--- config.mk ---
export PLATFORM = sky130hd
export DESIGN_NAME = vga_ctrl
export DESIGN_NICKNAME = d
export VERILOG_FILES = /design/src/rtl/vga_ctrl.sv
export SDC_FILE = /design/constraint.sdc
export NUM_CORES = 1
export LEC_CHECK = 0
export BUFFER_PORTS_ARGS = -buffer_cell sky130_fd_sc_hd__buf_4
export CORE_ASPECT_RATIO = 1.2
export CORE_MARGIN = 2
export CORE_UTILIZATION = 50
export CTS_CLUSTER_DIAMETER = 40
export CTS_CLUSTER_SIZE = 30
export DETAILED_ROUTE_END_ITERATION = 12
export PLACE_DENSITY_LB_ADDON = 0.2
export SYNTH_ARGS = -nofsm -noshare
export SYNTH_HDL_FRONTEND = slang
export SYNTH_SLANG_ARGS = --single-unit
--- constraint.sdc ---
create_clock -name clk -period 2.74 [get_ports clk]
set_input_delay 0.548 -clock clk [delete_from_list [all_inputs] [get_ports clk]]
set_output_delay 0.548 -clock clk [all_outputs]
set_load 0.02 [all_outputs]
--- src/rtl/vga_ctrl.sv ---
// vga_ctrl: VGA timing generator with registered sync, blanking, colour and frame-start outputs
// Ports:
//   clk             pixel clock, all logic on the rising edge
//   rst             synchronous active-high reset
//   i_vga_data      {R,G,B} from video memory for the current o_h_addr/o_v_addr
//   o_h_addr        visible column, combinational, 0 outside the active region
//   o_v_addr        visible row, combinational, 0 outside the active region
//   o_hsync         registered horizontal sync, active low
//   o_vsync         registered vertical sync, active low
//   o_blank_n       registered display enable
//   o_vga_r/g/b     registered colour, forced to 0 while blanked
//   o_frame_start   registered one-cycle pulse on the first visible pixel of a frame
module vga_ctrl #(
    parameter int H_SYNC   = 96,
    parameter int H_BACK   = 48,
    parameter int H_ACTIVE = 640,
    parameter int H_FRONT  = 16,
    parameter int V_SYNC   = 2,
    parameter int V_BACK   = 33,
    parameter int V_ACTIVE = 480,
    parameter int V_FRONT  = 10
) (
    input  logic        clk,
    input  logic        rst,
    input  logic [23:0] i_vga_data,
    output logic [9:0]  o_h_addr,
    output logic [9:0]  o_v_addr,
    output logic        o_hsync,
    output logic        o_vsync,
    output logic        o_blank_n,
    output logic [7:0]  o_vga_r,
    output logic [7:0]  o_vga_g,
    output logic [7:0]  o_vga_b,
    output logic        o_frame_start
);
    localparam logic [9:0] H_LAST = 10'(H_SYNC + H_BACK + H_ACTIVE + H_FRONT - 1);
    localparam logic [9:0] V_LAST = 10'(V_SYNC + V_BACK + V_ACTIVE + V_FRONT - 1);
    localparam logic [9:0] H_SYN  = 10'(H_SYNC);
    localparam logic [9:0] V_SYN  = 10'(V_SYNC);
    localparam logic [9:0] HA_BEG = 10'(H_SYNC + H_BACK);
    localparam logic [9:0] VA_BEG = 10'(V_SYNC + V_BACK);
    localparam logic [9:0] HA_END = 10'(H_SYNC + H_BACK + H_ACTIVE);
    localparam logic [9:0] VA_END = 10'(V_SYNC + V_BACK + V_ACTIVE);

    logic [9:0] r_h_cnt, r_v_cnt;
    logic       w_h_wrap, w_v_wrap, w_h_act, w_v_act, w_vis;

    assign w_h_wrap = r_h_cnt == H_LAST;
    assign w_v_wrap = r_v_cnt == V_LAST;
    assign w_h_act  = (r_h_cnt >= HA_BEG) && (r_h_cnt < HA_END);
    assign w_v_act  = (r_v_cnt >= VA_BEG) && (r_v_cnt < VA_END);
    assign w_vis    = w_h_act && w_v_act;
    assign o_h_addr = w_h_act ? r_h_cnt - HA_BEG : '0;
    assign o_v_addr = w_v_act ? r_v_cnt - VA_BEG : '0;

    // Outputs sample the counter state of the current cycle, so they lag the addresses by one clock.
    always_ff @(posedge clk) begin
        if (rst) begin
            r_h_cnt       <= '0;
            r_v_cnt       <= '0;
            o_hsync       <= 1'b1;
            o_vsync       <= 1'b1;
            o_blank_n     <= 1'b0;
            {o_vga_r, o_vga_g, o_vga_b} <= '0;
            o_frame_start <= 1'b0;
        end else begin
            r_h_cnt       <= w_h_wrap ? '0 : r_h_cnt + 10'd1;
            if (w_h_wrap)
                r_v_cnt   <= w_v_wrap ? '0 : r_v_cnt + 10'd1;
            o_hsync       <= !(r_h_cnt < H_SYN);
            o_vsync       <= !(r_v_cnt < V_SYN);
            o_blank_n     <= w_vis;
            {o_vga_r, o_vga_g, o_vga_b} <= w_vis ? i_vga_data : '0;
            o_frame_start <= (r_h_cnt == HA_BEG) && (r_v_cnt == VA_BEG);
        end
    end
endmodule
---- Word level (Yosys, flattened, before mapping) ----
Index checks and enable logic that the tools add are counted.
operators by class
  bitwise logic cells ..................... 1
  equal/unequal tests ..................... 4
  reduce and logical (&&, ||, !) cells .... 8
  mux-type cells .......................... 3
  add/subtract/negate cells ............... 4
  $lt $le $gt $ge ......................... 6
operators by type and width
  operator                                                     count
  2-to-1 mux 10 bit                                            3
  adder 10 x 1 -> 10 bit, second input constant                2
  equality test 10 bit, second input constant                  2
  less-than comparator 10 bit, second input constant           2
  equality test 10 x 6 -> 1 bit, second input constant         1
  equality test 10 x 8 -> 1 bit, second input constant         1
  >= comparator 10 x 6 -> 1 bit, second input constant         1
  >= comparator 10 x 8 -> 1 bit, second input constant         1
  less-than comparator 10 x 2 -> 1 bit, second input constant  1
  less-than comparator 10 x 7 -> 1 bit, second input constant  1
  subtractor 10 x 6 -> 10 bit, second input constant           1
  subtractor 10 x 8 -> 10 bit, second input constant           1
  logical AND 1 bit                                            4
  OR reduction 2 bit                                           2
  zero test 1 bit                                              2
  inverter 1 bit                                               1
word-level totals
  logic and storage cells ................. 35
  register bits ........................... 48
  output and inout bits ................... 48
  input bits .............................. 26

---- Depth between registers and ports, before layout ----
Gate-level depths: netlist of run 1.
  depth in word-level cells ............... 5
  gate-level depth with buffers ........... 7
  mapped depth without buffers ............ 6

---- Worst setup path before layout of run 1 ----
No wires, ideal clock.
  kind .................................... register to output
  from .................................... register r_v_cnt[0]
  to ...................................... output port o_v_addr[4]
  slack ................................... -0.002 ns
  arrival ................................. 2.194 ns
  data required time ...................... 2.192 ns
  path buffers ............................ 2
  cell stages (with the launch flop) ...... 8
  path through ............................ dfxtp_1 ha_1 clkbuf_1 or4_4 or4_4 and2_1 clkbuf_1 a21oi_1
between the ends
  longest elaborated chain between the ends .. 3
  elaborated cells between the ends (all ways) .. 5
  classes of those cells .................. 1 x add/sub; 2 x order compare; 1 x mux; 1 x reduce/logical
ends and longest elaborated chain
  element                                                                       line  text
  start, declared                                                               45    logic [9:0] r_h_cnt, r_v_cnt;
  start signal, assigned                                                        69    r_v_cnt <= w_v_wrap ? '0 : r_v_cnt + 10'd1;
  >= comparator 10 x 6 -> 1 bit or less-than comparator 10 bit (tied branches)  51    assign w_v_act = (r_v_cnt >= VA_BEG) && (r_v_cnt < VA_END);
  logical AND 1 bit                                                             51
  2-to-1 mux 10 bit (*)                                                         54    assign o_v_addr = w_v_act ? r_v_cnt - VA_BEG : '0;
  end, declared                                                                 27    output logic [9:0] o_v_addr,
Every way passes the cells marked *; elsewhere a longest branch is shown, timed or not.

---- Worst setup path after layout of run 1 ----
Ends and elaborated chain as after synthesis.

==> insert_results.sql, run 1 <==
INSERT INTO impl_metrics (metric_group, metric, value, unit) VALUES
('floorplan', 'ioPinCount', '74', ''),
('power_and_ir_drop', 'power.share.combinational', '4.4', '%'),
('timing', 'worst_pin_slew', '0.596', 'ns'),
('clock_tree', 'clock_sink_count', '48', ''),
('layout', 'most-common-layout-cells', 'sky130_fd_sc_hd__buf_4, sky130_fd_sc_hd__dfxtp_1, sky130_fd_sc_hd__nor2_1', ''),
('floorplan', 'floorplan.rows', '26', ''),
('route', 'route.met2.wl', '2650', 'um'),
('route', 'detailedRoute.firstPassIterationCount', '4', ''),
('critical_path', 'ff2ff_path_depth', '7', ''),
('global_routing', 'track_usage', '20.0', '%'),
('job', 'maxCapViolations', '0', ''),
('timing', 'slew_viol_final', '0', ''),
('place', 'port_buffers', '73', ''),
('status', 'run_status', 'completed', ''),
('route', 'routed_wire_length_per_instance', '12.8', 'um'),
('clock_tree', 'worstSkewPairLatency', '0.29', 'ns'),
('critical_path', 'rrSetupSlack', '0.42', 'ns'),
('critical_path', 'cp.required', '2.19', 'ns'),
('timing', 'clock.fmax', '374', 'MHz'),
('place', 'post_dp_cell_area', '2770', 'um^2'),
('global_routing', 'grt_start_max_net_pins', '26', ''),
('clock_tree', 'cts_made_buffers', '5', ''),
('floorplan', 'fp.dieH', '76.3', 'um'),
('timing', 'max-slew-margin-rel', '59.9', '%'),
('layout', 'areaGrowthSynthToFinish', '33.0', '%'),
('timing', 'setup_tns', '0', 'ns'),
('route', 'detailroute.wirelength.met3', '238', 'um'),
('logic_synthesis', 'synth.ff_latch_count', '48', ''),
('layout', 'drive_gt1_share', '33.5', '%'),
('critical_path', 'start_kind', 'flop', ''),
('route', 'postRouteWirelength', '4800', 'um'),
('timing', 'finalCriticalPeriod', '2.67', 'ns'),
('floorplan', 'fp.dieArea', '4900', 'um^2'),
('critical_path', 'cpMaxStageDelayCell', 'sky130_fd_sc_hd__or4_4', ''),
('route', 'dr_total_vias', '1892', ''),
('power_and_ir_drop', 'max_rail_drop_vdd', '0.327', 'mV'),
('power_and_ir_drop', 'power.density_cell_area', '398', 'nW/um^2'),
('global_routing', 'vias_in_the_first_global_route', '1725', ''),
('place', 'post-dp-hpwl', '3550', 'um'),
('critical_path', 'critPathCapture', 'o_v_addr[4]', ''),
('critical_path', 'cpMostUsedCell', 'sky130_fd_sc_hd__or4_4', ''),
('global_routing', 'gr-total-overflow', '0', ''),
('critical_path', 'timing.critical_path.fanout_max', '5', ''),
('route', 'dr.max_layer_used', 'met4', ''),
('worst_hold_path', 'timing.hold.worst.class', 'input port to flop', ''),
('place', 'place.gp.congestion', '0.870', ''),
('layout', 'instances_no_fill', '375', ''),
('power_and_ir_drop', 'leakage', '0.00132', 'uW'),
('timing', 'report.final.hold_viol_count', '0', ''),
('logic_synthesis', 'synth-seq-area-share', '44.1', '%'),
('timing', 'finalCritPeriodShare', '97.6', '%'),
('power_and_ir_drop', 'clock_power_share', '34.4', '%'),
('logic_synthesis', 'synth_warnings', '0', ''),
('critical_path', 'timing.rr.end', 'o_vga_r[1]', ''),
('floorplan', 'initial_core_util', '51.5', '%'),
('power_and_ir_drop', 'total_power', '1150', 'uW'),
('clock_tree', 'cts.reportedPaths.clkPinSlew', '0.09', 'ns'),
('route', 'met1_length', '1850', 'um'),
('floorplan', 'fp.coreArea', '4230', 'um^2'),
('place', 'placedCellCount', '366', ''),
('global_routing', 'grt_first_pass_wirelength', '7730', 'um'),
('timing', 'unrepaired_setup_endpoints_after_global_routing', 'false', ''),
('global_routing', 'initial_antenna_violation_count', '0', ''),
('clock_tree', 'cts_max_level', '2', ''),
('route', 'route.detailed.vias_per_inst', '5.05', ''),
('critical_path', 'crit_path_start', 'r_v_cnt[0]', ''),
('timing', 'setup_viol', '0', ''),
('critical_path', 'worst-setup-path-type', 'flop to output port', ''),
('logic_synthesis', 'netlist-cell-type-count', '36', ''),
('critical_path', 'critical_path_cell_list', 'ha_2 > or4_4 > or4_4 > and2_4 > a21oi_1 > buf_4', ''),
('critical_path', 'slowest_delay', '0.45', 'ns');
==> what timing repair did <==
action                                  4_1_cts  5_1_grt
hold buffers                                  0        0
resized for setup                             3        7
setup buffers                                 0        1
cloned                                        0        1
endpoints found under the setup margin       10       17
==> cell type report <==
type / instances / area (um^2)
fillers: 378 / 1330
well taps: 56 / 70.1
flip-flops and latches: 48 / 962
multi-input cells: 171 / 1110
inverters: 8 / 30.0
clock buffers: 5 / 68.8
clock inverters: 2 / 12.5
repair buffers: 85 / 638
==> critical path: cells and delay by family, from the launching register on <==
family	cells	cell delay, ns
simple gates	3	1.06
fa+ha+maj	1	0.18
buf+inv	1	0.16
flops	1	0.33
compound gates	1	0.12
==> how the worst min path moves through the flow <==
stage / startpoint / endpoint / slack (ns) / depth (start not counted)
2_1_floorplan: r_h_cnt[0] / r_h_cnt[0] / 0.43 / 1
3_3_place_gp: r_h_cnt[0] / r_h_cnt[0] / 0.45 / 1
3_5_place_dp: r_h_cnt[0] / r_h_cnt[0] / 0.45 / 1
4_1_cts: i_vga_data[8] / o_vga_g[0] / 0.44 / 2
5_1_grt: i_vga_data[20] / o_vga_r[4] / 0.44 / 2
6_report: i_vga_data[23] / o_vga_r[7] / 0.45 / 2
==> cell usage after synthesis <==
| cell | count | area (um^2) |
|---|---|---|
| sky130_fd_sc_hd__dfxtp_1 | 48 | 961 |
| sky130_fd_sc_hd__nor2_1 | 36 | 135 |
| sky130_fd_sc_hd__and2_1 | 28 | 175 |
| sky130_fd_sc_hd__xnor2_1 | 18 | 158 |
| sky130_fd_sc_hd__clkbuf_1 | 14 | 52.6 |
| sky130_fd_sc_hd__nand2_1 | 12 | 45.0 |
| sky130_fd_sc_hd__a21oi_1 | 9 | 45.0 |
| sky130_fd_sc_hd__nor4_1 | 9 | 56.3 |
| sky130_fd_sc_hd__inv_1 | 8 | 30.0 |
| sky130_fd_sc_hd__nand3_1 | 8 | 40.0 |
| sky130_fd_sc_hd__ha_1 | 7 | 87.6 |
| sky130_fd_sc_hd__nor3_1 | 7 | 35.0 |
| sky130_fd_sc_hd__buf_6 | 3 | 33.8 |
| sky130_fd_sc_hd__nand2b_1 | 3 | 18.8 |
| sky130_fd_sc_hd__nand4_1 | 3 | 18.8 |
| sky130_fd_sc_hd__nand4b_1 | 3 | 26.3 |
| sky130_fd_sc_hd__or2_2 | 3 | 18.8 |
| sky130_fd_sc_hd__or3_1 | 3 | 18.8 |
| sky130_fd_sc_hd__xor2_1 | 3 | 26.3 |
| sky130_fd_sc_hd__a21o_1 | 2 | 15.0 |
| sky130_fd_sc_hd__buf_2 | 2 | 10.0 |
| sky130_fd_sc_hd__nor2b_1 | 2 | 12.5 |
| sky130_fd_sc_hd__o211a_1 | 2 | 20.0 |
| sky130_fd_sc_hd__or4_4 | 2 | 22.5 |
| sky130_fd_sc_hd__a2111o_1 | 1 | 11.3 |
| sky130_fd_sc_hd__a2111oi_4 | 1 | 27.5 |
| sky130_fd_sc_hd__a221oi_1 | 1 | 8.76 |
| sky130_fd_sc_hd__and3_1 | 1 | 6.26 |
| sky130_fd_sc_hd__buf_1 | 1 | 3.75 |
| sky130_fd_sc_hd__clkbuf_2 | 1 | 5.00 |
| sky130_fd_sc_hd__nand3b_1 | 1 | 7.51 |
| sky130_fd_sc_hd__nor4bb_1 | 1 | 10.0 |
| sky130_fd_sc_hd__o21ba_2 | 1 | 10.0 |
| sky130_fd_sc_hd__o31a_1 | 1 | 8.76 |
| sky130_fd_sc_hd__o31ai_1 | 1 | 7.51 |
| sky130_fd_sc_hd__o41ai_1 | 1 | 8.76 |
==> flip-flops by register name, indices dropped and copies added, names as in the netlist <==
register,count
o_blank_n,1
o_frame_start,1
o_hsync,1
o_vga_b,8
o_vga_g,8
o_vga_r,8
o_vsync,1
r_h_cnt,10
r_v_cnt,10
==> power groups by stage <==
stage	clock network, uW	logic, uW	registers [uW]
after floorplan	0	18.0	723
after global placement	0	48.8	723
after detailed placement	0	50.7	723
after CTS	409	51.1	707
after global routing	441	56.6	708
final	396	50.3	707
==> cell families after synthesis <==
logic type	count (synthesis)	share of synthesized area, %
simple gates	122	29.7
flops	48	44.1
buf+inv	29	6.21
xor+xnor	21	8.45
compound gates	20	7.47
fa+ha+maj	7	4.02
==> through the flow <==
stage          utilization [%]  setup slack [ns]
2_1_floorplan                -          -0.00232
3_3_place_gp              65.6             0.260
3_5_place_dp              65.6             0.254
4_1_cts                   67.7            0.0235
5_1_grt                   68.5           0.00646
6_report                  68.5            0.0670
==> metal layers <==
metal,vias up,track usage [%]
met2,64,35.1
li1,959,-
met1,861,23.4
met3,8,4.14
met4,0,7.87
met5,-,0
No activity file was read; power rests on OpenSTA's default activity.
==> inputs of run 2 (changes only) <==
--- a/config.mk
+++ b/config.mk
@@ -6,8 +6,9 @@
 export NUM_CORES = 1
 export LEC_CHECK = 0
+export ABC_AREA = 1
 export BUFFER_PORTS_ARGS = -buffer_cell sky130_fd_sc_hd__buf_4
 export CORE_ASPECT_RATIO = 1.2
 export CORE_MARGIN = 2
-export CORE_UTILIZATION = 50
+export CORE_UTILIZATION = 51
 export CTS_CLUSTER_DIAMETER = 40
 export CTS_CLUSTER_SIZE = 30
==> constraint.sdc (replaced) <==
create_clock -name clk -period 2.8 [get_ports clk]
set_input_delay 0.28 -clock clk [delete_from_list [all_inputs] [get_ports clk]]
set_output_delay 0.28 -clock clk [all_outputs]
set_load 0.02 [all_outputs]
==> run 2 against run 1 <==
Sequential power shrank 2%; flip-flop and latch count is the same; cell count up 23%; clock power rose by 45%; synthesized cell count up 34%; worst setup slack better by 0.40 ns; area after synthesis rose by 13%; combinational power is 22% higher; total power rose by 15%.
==> insert_results.sql, run 2 <==
INSERT INTO impl_metrics (metric_group, metric, value, unit) VALUES
('worst_hold_path', 'hold_end', 'r_v_cnt[7]', ''),
('logic_synthesis', 'yosys.area_share.xor_xnor', '2.84', '%'),
('clock_tree', 'postCtsResizedCells', '0', ''),
('critical_path', 'start_kind', 'flop', ''),
('critical_path', 'cp.required', '2.52', 'ns'),
('timing', 'worst_pin_slew', '0.480', 'ns'),
('clock_tree', 'worstSkewPairLatency', '0.30', 'ns'),
('timing', 'max-slew-margin-rel', '67.9', '%'),
('global_routing', 'gr-total-overflow', '0', ''),
('status', 'run_status', 'completed', ''),
('timing', 'finalCriticalPeriod', '2.33', 'ns'),
('global_routing', 'grt_start_max_net_pins', '35', ''),
('layout', 'instances_no_fill', '463', ''),
('global_routing', 'grt_first_pass_wirelength', '9110', 'um'),
('global_routing', 'track_usage', '21.9', '%'),
('clock_tree', 'root_buffer', 'sky130_fd_sc_hd__clkbuf_8', ''),
('clock_tree', 'cts.reportedPaths.clkPinSlew', '0.08', 'ns'),
('job', 'maxCapViolations', '0', ''),
('logic_synthesis', 'synth.ff_latch_count', '48', ''),
('place', 'dp_slack', '0.790', 'ns'),
('layout', 'fin_area', '3160', 'um^2'),
('logic_synthesis', 'ys_top_cells_by_area', 'sky130_fd_sc_hd__dfxtp_1, sky130_fd_sc_hd__nand2_1, sky130_fd_sc_hd__inv_1', ''),
('worst_hold_path', 'holdPathStages', '2', ''),
('layout', 'drive_gt1_share', '29.1', '%'),
('layout', 'antenna_cells_inserted', '0', ''),
('power_and_ir_drop', 'power.density_cell_area', '421', 'nW/um^2'),
('timing', 'report.final.hold_viol_count', '0', ''),
('floorplan', 'fp.dieArea', '5420', 'um^2'),
('place', 'post_dp_cell_area', '3030', 'um^2'),
('layout', 'nets', '438', ''),
('place', 'placedCellCount', '456', ''),
('worst_hold_path', 'timing.hold.worst.class', 'input port to flop', ''),
('logic_synthesis', 'synth_compound_area_share', '5.12', '%'),
('logic_synthesis', 'post_synth_fa_ha_maj_area_fraction', '3.55', '%'),
('critical_path', 'worst-setup-path-type', 'flop to output port', ''),
('floorplan', 'floorplan.rows', '27', ''),
('clock_tree', 'post_cts_buffers', '0', ''),
('logic_synthesis', 'synth_enable_flop_cells', '0', ''),
('global_routing', 'initial_antenna_violation_count', '0', ''),
('power_and_ir_drop', 'leakage', '0.00155', 'uW'),
('logic_synthesis', 'post-synth-top-area-fraction', '38.9', '%'),
('floorplan', 'fp.coreArea', '4630', 'um^2'),
('layout', 'most-common-layout-cells', 'sky130_fd_sc_hd__buf_4, sky130_fd_sc_hd__nand2_1, sky130_fd_sc_hd__inv_1', ''),
('route', 'dr_total_vias', '2296', ''),
('clock_tree', 'cts_max_level', '2', ''),
('critical_path', 'rrSetupSlack', '0.90', 'ns'),
('layout', 'areaGrowthSynthToFinish', '27.9', '%'),
('critical_path', 'critical_path_arrival', '2.05', 'ns'),
('logic_synthesis', 'async_reset_ff_share', '0', '%'),
('route', 'route.detailed.vias_per_inst', '4.96', ''),
('logic_synthesis', 'synthesis.nets', '365', ''),
('route', 'route.detailed.drc', '0', ''),
('logic_synthesis', 'most_area_hungry_cell_type_in_the_yosys_netlist', 'sky130_fd_sc_hd__dfxtp_1', ''),
('logic_synthesis', 'synthMuxAreaShare', '0', '%'),
('logic_synthesis', 'syn_area', '2470', 'um^2'),
('route', 'routed_wire_length_per_instance', '12.3', 'um'),
('timing', 'final.setup_skew', '0.00399', 'ns'),
('critical_path', 'ff2ff_path_depth', '8', ''),
('place', 'port_buffers', '73', ''),
('place', 'place.gp.congestion', '0.835', ''),
('timing', 'clock.fmax', '429', 'MHz'),
('global_routing', 'vias_in_the_first_global_route', '2145', ''),
('logic_synthesis', 'synthFlopType', 'sky130_fd_sc_hd__dfxtp_1', ''),
('critical_path', 'timing.rr.end', 'r_v_cnt[4]', ''),
('logic_synthesis', 'main_combinational_cell_family_by_area_after_synthesis', 'simple AND/OR/NAND/NOR gates', ''),
('logic_synthesis', 'fraction_of_the_mapped_netlist_area_in_simple_logic_gates', '38.3', '%'),
('timing', 'slew_viol_final', '0', ''),
('timing', 'unrepaired_setup_endpoints_after_global_routing', 'false', ''),
('clock_tree', 'cts_made_buffers', '5', ''),
('logic_synthesis', 'synth_warnings', '0', ''),
('route', 'postRouteWirelength', '5720', 'um'),
('clock_tree', 'clock_sink_count', '48', ''),
('logic_synthesis', 'post_synth_most_frequent_cells', 'sky130_fd_sc_hd__nand2_1, sky130_fd_sc_hd__inv_1, sky130_fd_sc_hd__dfxtp_1', ''),
('critical_path', 'crit-reg2reg-launch', 'r_h_cnt[0]', ''),
('logic_synthesis', 'synthesis.area_per_instance', '7.44', 'um^2'),
('place', 'post-dp-hpwl', '4220', 'um'),
('floorplan', 'ioPinCount', '74', ''),
('logic_synthesis', 'netlist_instances', '332', ''),
('layout', 'largest_registers', 'r_h_cnt: 10 flops, r_v_cnt: 10 flops', ''),
('route', 'detailedRoute.firstPassIterationCount', '4', ''),
('timing', 'setup_viol', '0', ''),
('critical_path', 'timing.critical_path.fanout_max', '34', ''),
('route', 'drt_iter0_drc', '83', ''),
('timing', 'finalCritPeriodShare', '83.3', '%'),
('timing', 'worst_slack', '0.468', 'ns'),
('floorplan', 'initial_core_util', '53.4', '%'),
('route', 'postRouteAntennaNets', '0', ''),
('timing', 'setup_tns', '0', 'ns'),
('logic_synthesis', 'netlist-cell-type-count', '29', ''),
('clock_tree', 'cts_hold_repair.buffers', '0', ''),
('clock_tree', 'tritoncts_clock_tree', 'done', ''),
('worst_hold_path', 'holdCritStartpoint', 'rst', ''),
('floorplan', 'fp.dieH', '80.2', 'um'),
('critical_path', 'timing.critical_path.to_type', 'output port', ''),
('logic_synthesis', 'yosys.cell_count.top_type', 'sky130_fd_sc_hd__nand2_1', ''),
('power_and_ir_drop', 'max_rail_drop_vdd', '0.290', 'mV'),
('layout', 'layout_commonest_cell', 'sky130_fd_sc_hd__buf_4', ''),
('clock_tree', 'cts-root-to-sink-buffers', '2', ''),
('logic_synthesis', 'synth-seq-area-share', '38.9', '%'),
('floorplan', 'die_extent_in_x', '67.5', 'um');
[run 2: changes by cell type after synthesis, sizes merged, moves of 15 or more]
cell / change
and2: -28
clkbuf: -15
inv: +50
nand2: +61
nor3: +22
xnor2: -18
[run 2: cell type report]
cell class                      count  area (um^2)
Multi-Input combinational cell    219         1230
Timing Repair Buffer               73          548
Clock inverter                      2         60.1
Sequential cell                    48          961
Fill cell                         398         1470
Inverter                           58          218
Clock buffer                        5         68.8
Tap cell                           58         72.6
[run 2: worst max-delay path: stages (launching register included)]
cell and delay, ns:
sky130_fd_sc_hd__dfxtp_1 0.34, sky130_fd_sc_hd__ha_1 0.25, sky130_fd_sc_hd__inv_1 0.15, sky130_fd_sc_hd__nand3_1 0.14
sky130_fd_sc_hd__o21bai_4 0.18, sky130_fd_sc_hd__nand2_4 0.28, sky130_fd_sc_hd__a21oi_1 0.24, sky130_fd_sc_hd__buf_4 0.17
[run 2: logic make-up (layout without fill, tap and decap cells)]
logic type / count (synthesis) / after routing
adders and majority gates: 7 / 7
AOI/OAI and AO/OA: 21 / 21
buffers and inverters: 65 / 138
DFF: 48 / 48
xor gates and xnor gates: 8 / 8
and+or+nand+nor: 183 / 183
[run 2: stage by stage]
stage | util (%) | hold WS, ns | power, uW
floorplan | - | 0.349 | 734
global placement | 65.5 | 0.489 | 767
detailed placement | 65.5 | 0.492 | 770
CTS | 68.2 | 0.183 | 1340
global route | 68.2 | 0.194 | 1370
finish | 68.2 | 0.184 | 1330
[run 2: power breakdown]
group          switching [uW]  leakage (uW)  internal, uW
sequential               5.53      0.000388           687
combinational            29.4       0.00110          32.1
clock                     223     0.0000642           351
[run 2: metal layers]
layer  global-route usage [%]  routed length, um  vias up
li1                         -                  -     1173
met4                     11.8                138        0
met5                        0                  0        -
met3                     3.08                244       16
met2                     39.8               3120       66
met1                     23.6               2210     1041
[run 2: worst max path at each step]
stage	start	end	slack, ns	cells after the start
finish	r_v_cnt[0]	o_v_addr[4]	0.47	7
global route	r_v_cnt[0]	o_v_addr[4]	0.30	7
CTS	r_v_cnt[0]	o_v_addr[4]	0.46	7
detailed placement	r_v_cnt[0]	o_v_addr[4]	0.79	7
global placement	r_v_cnt[0]	o_v_addr[4]	0.87	7
floorplan	r_h_cnt[4]	o_h_addr[7]	0.93	7
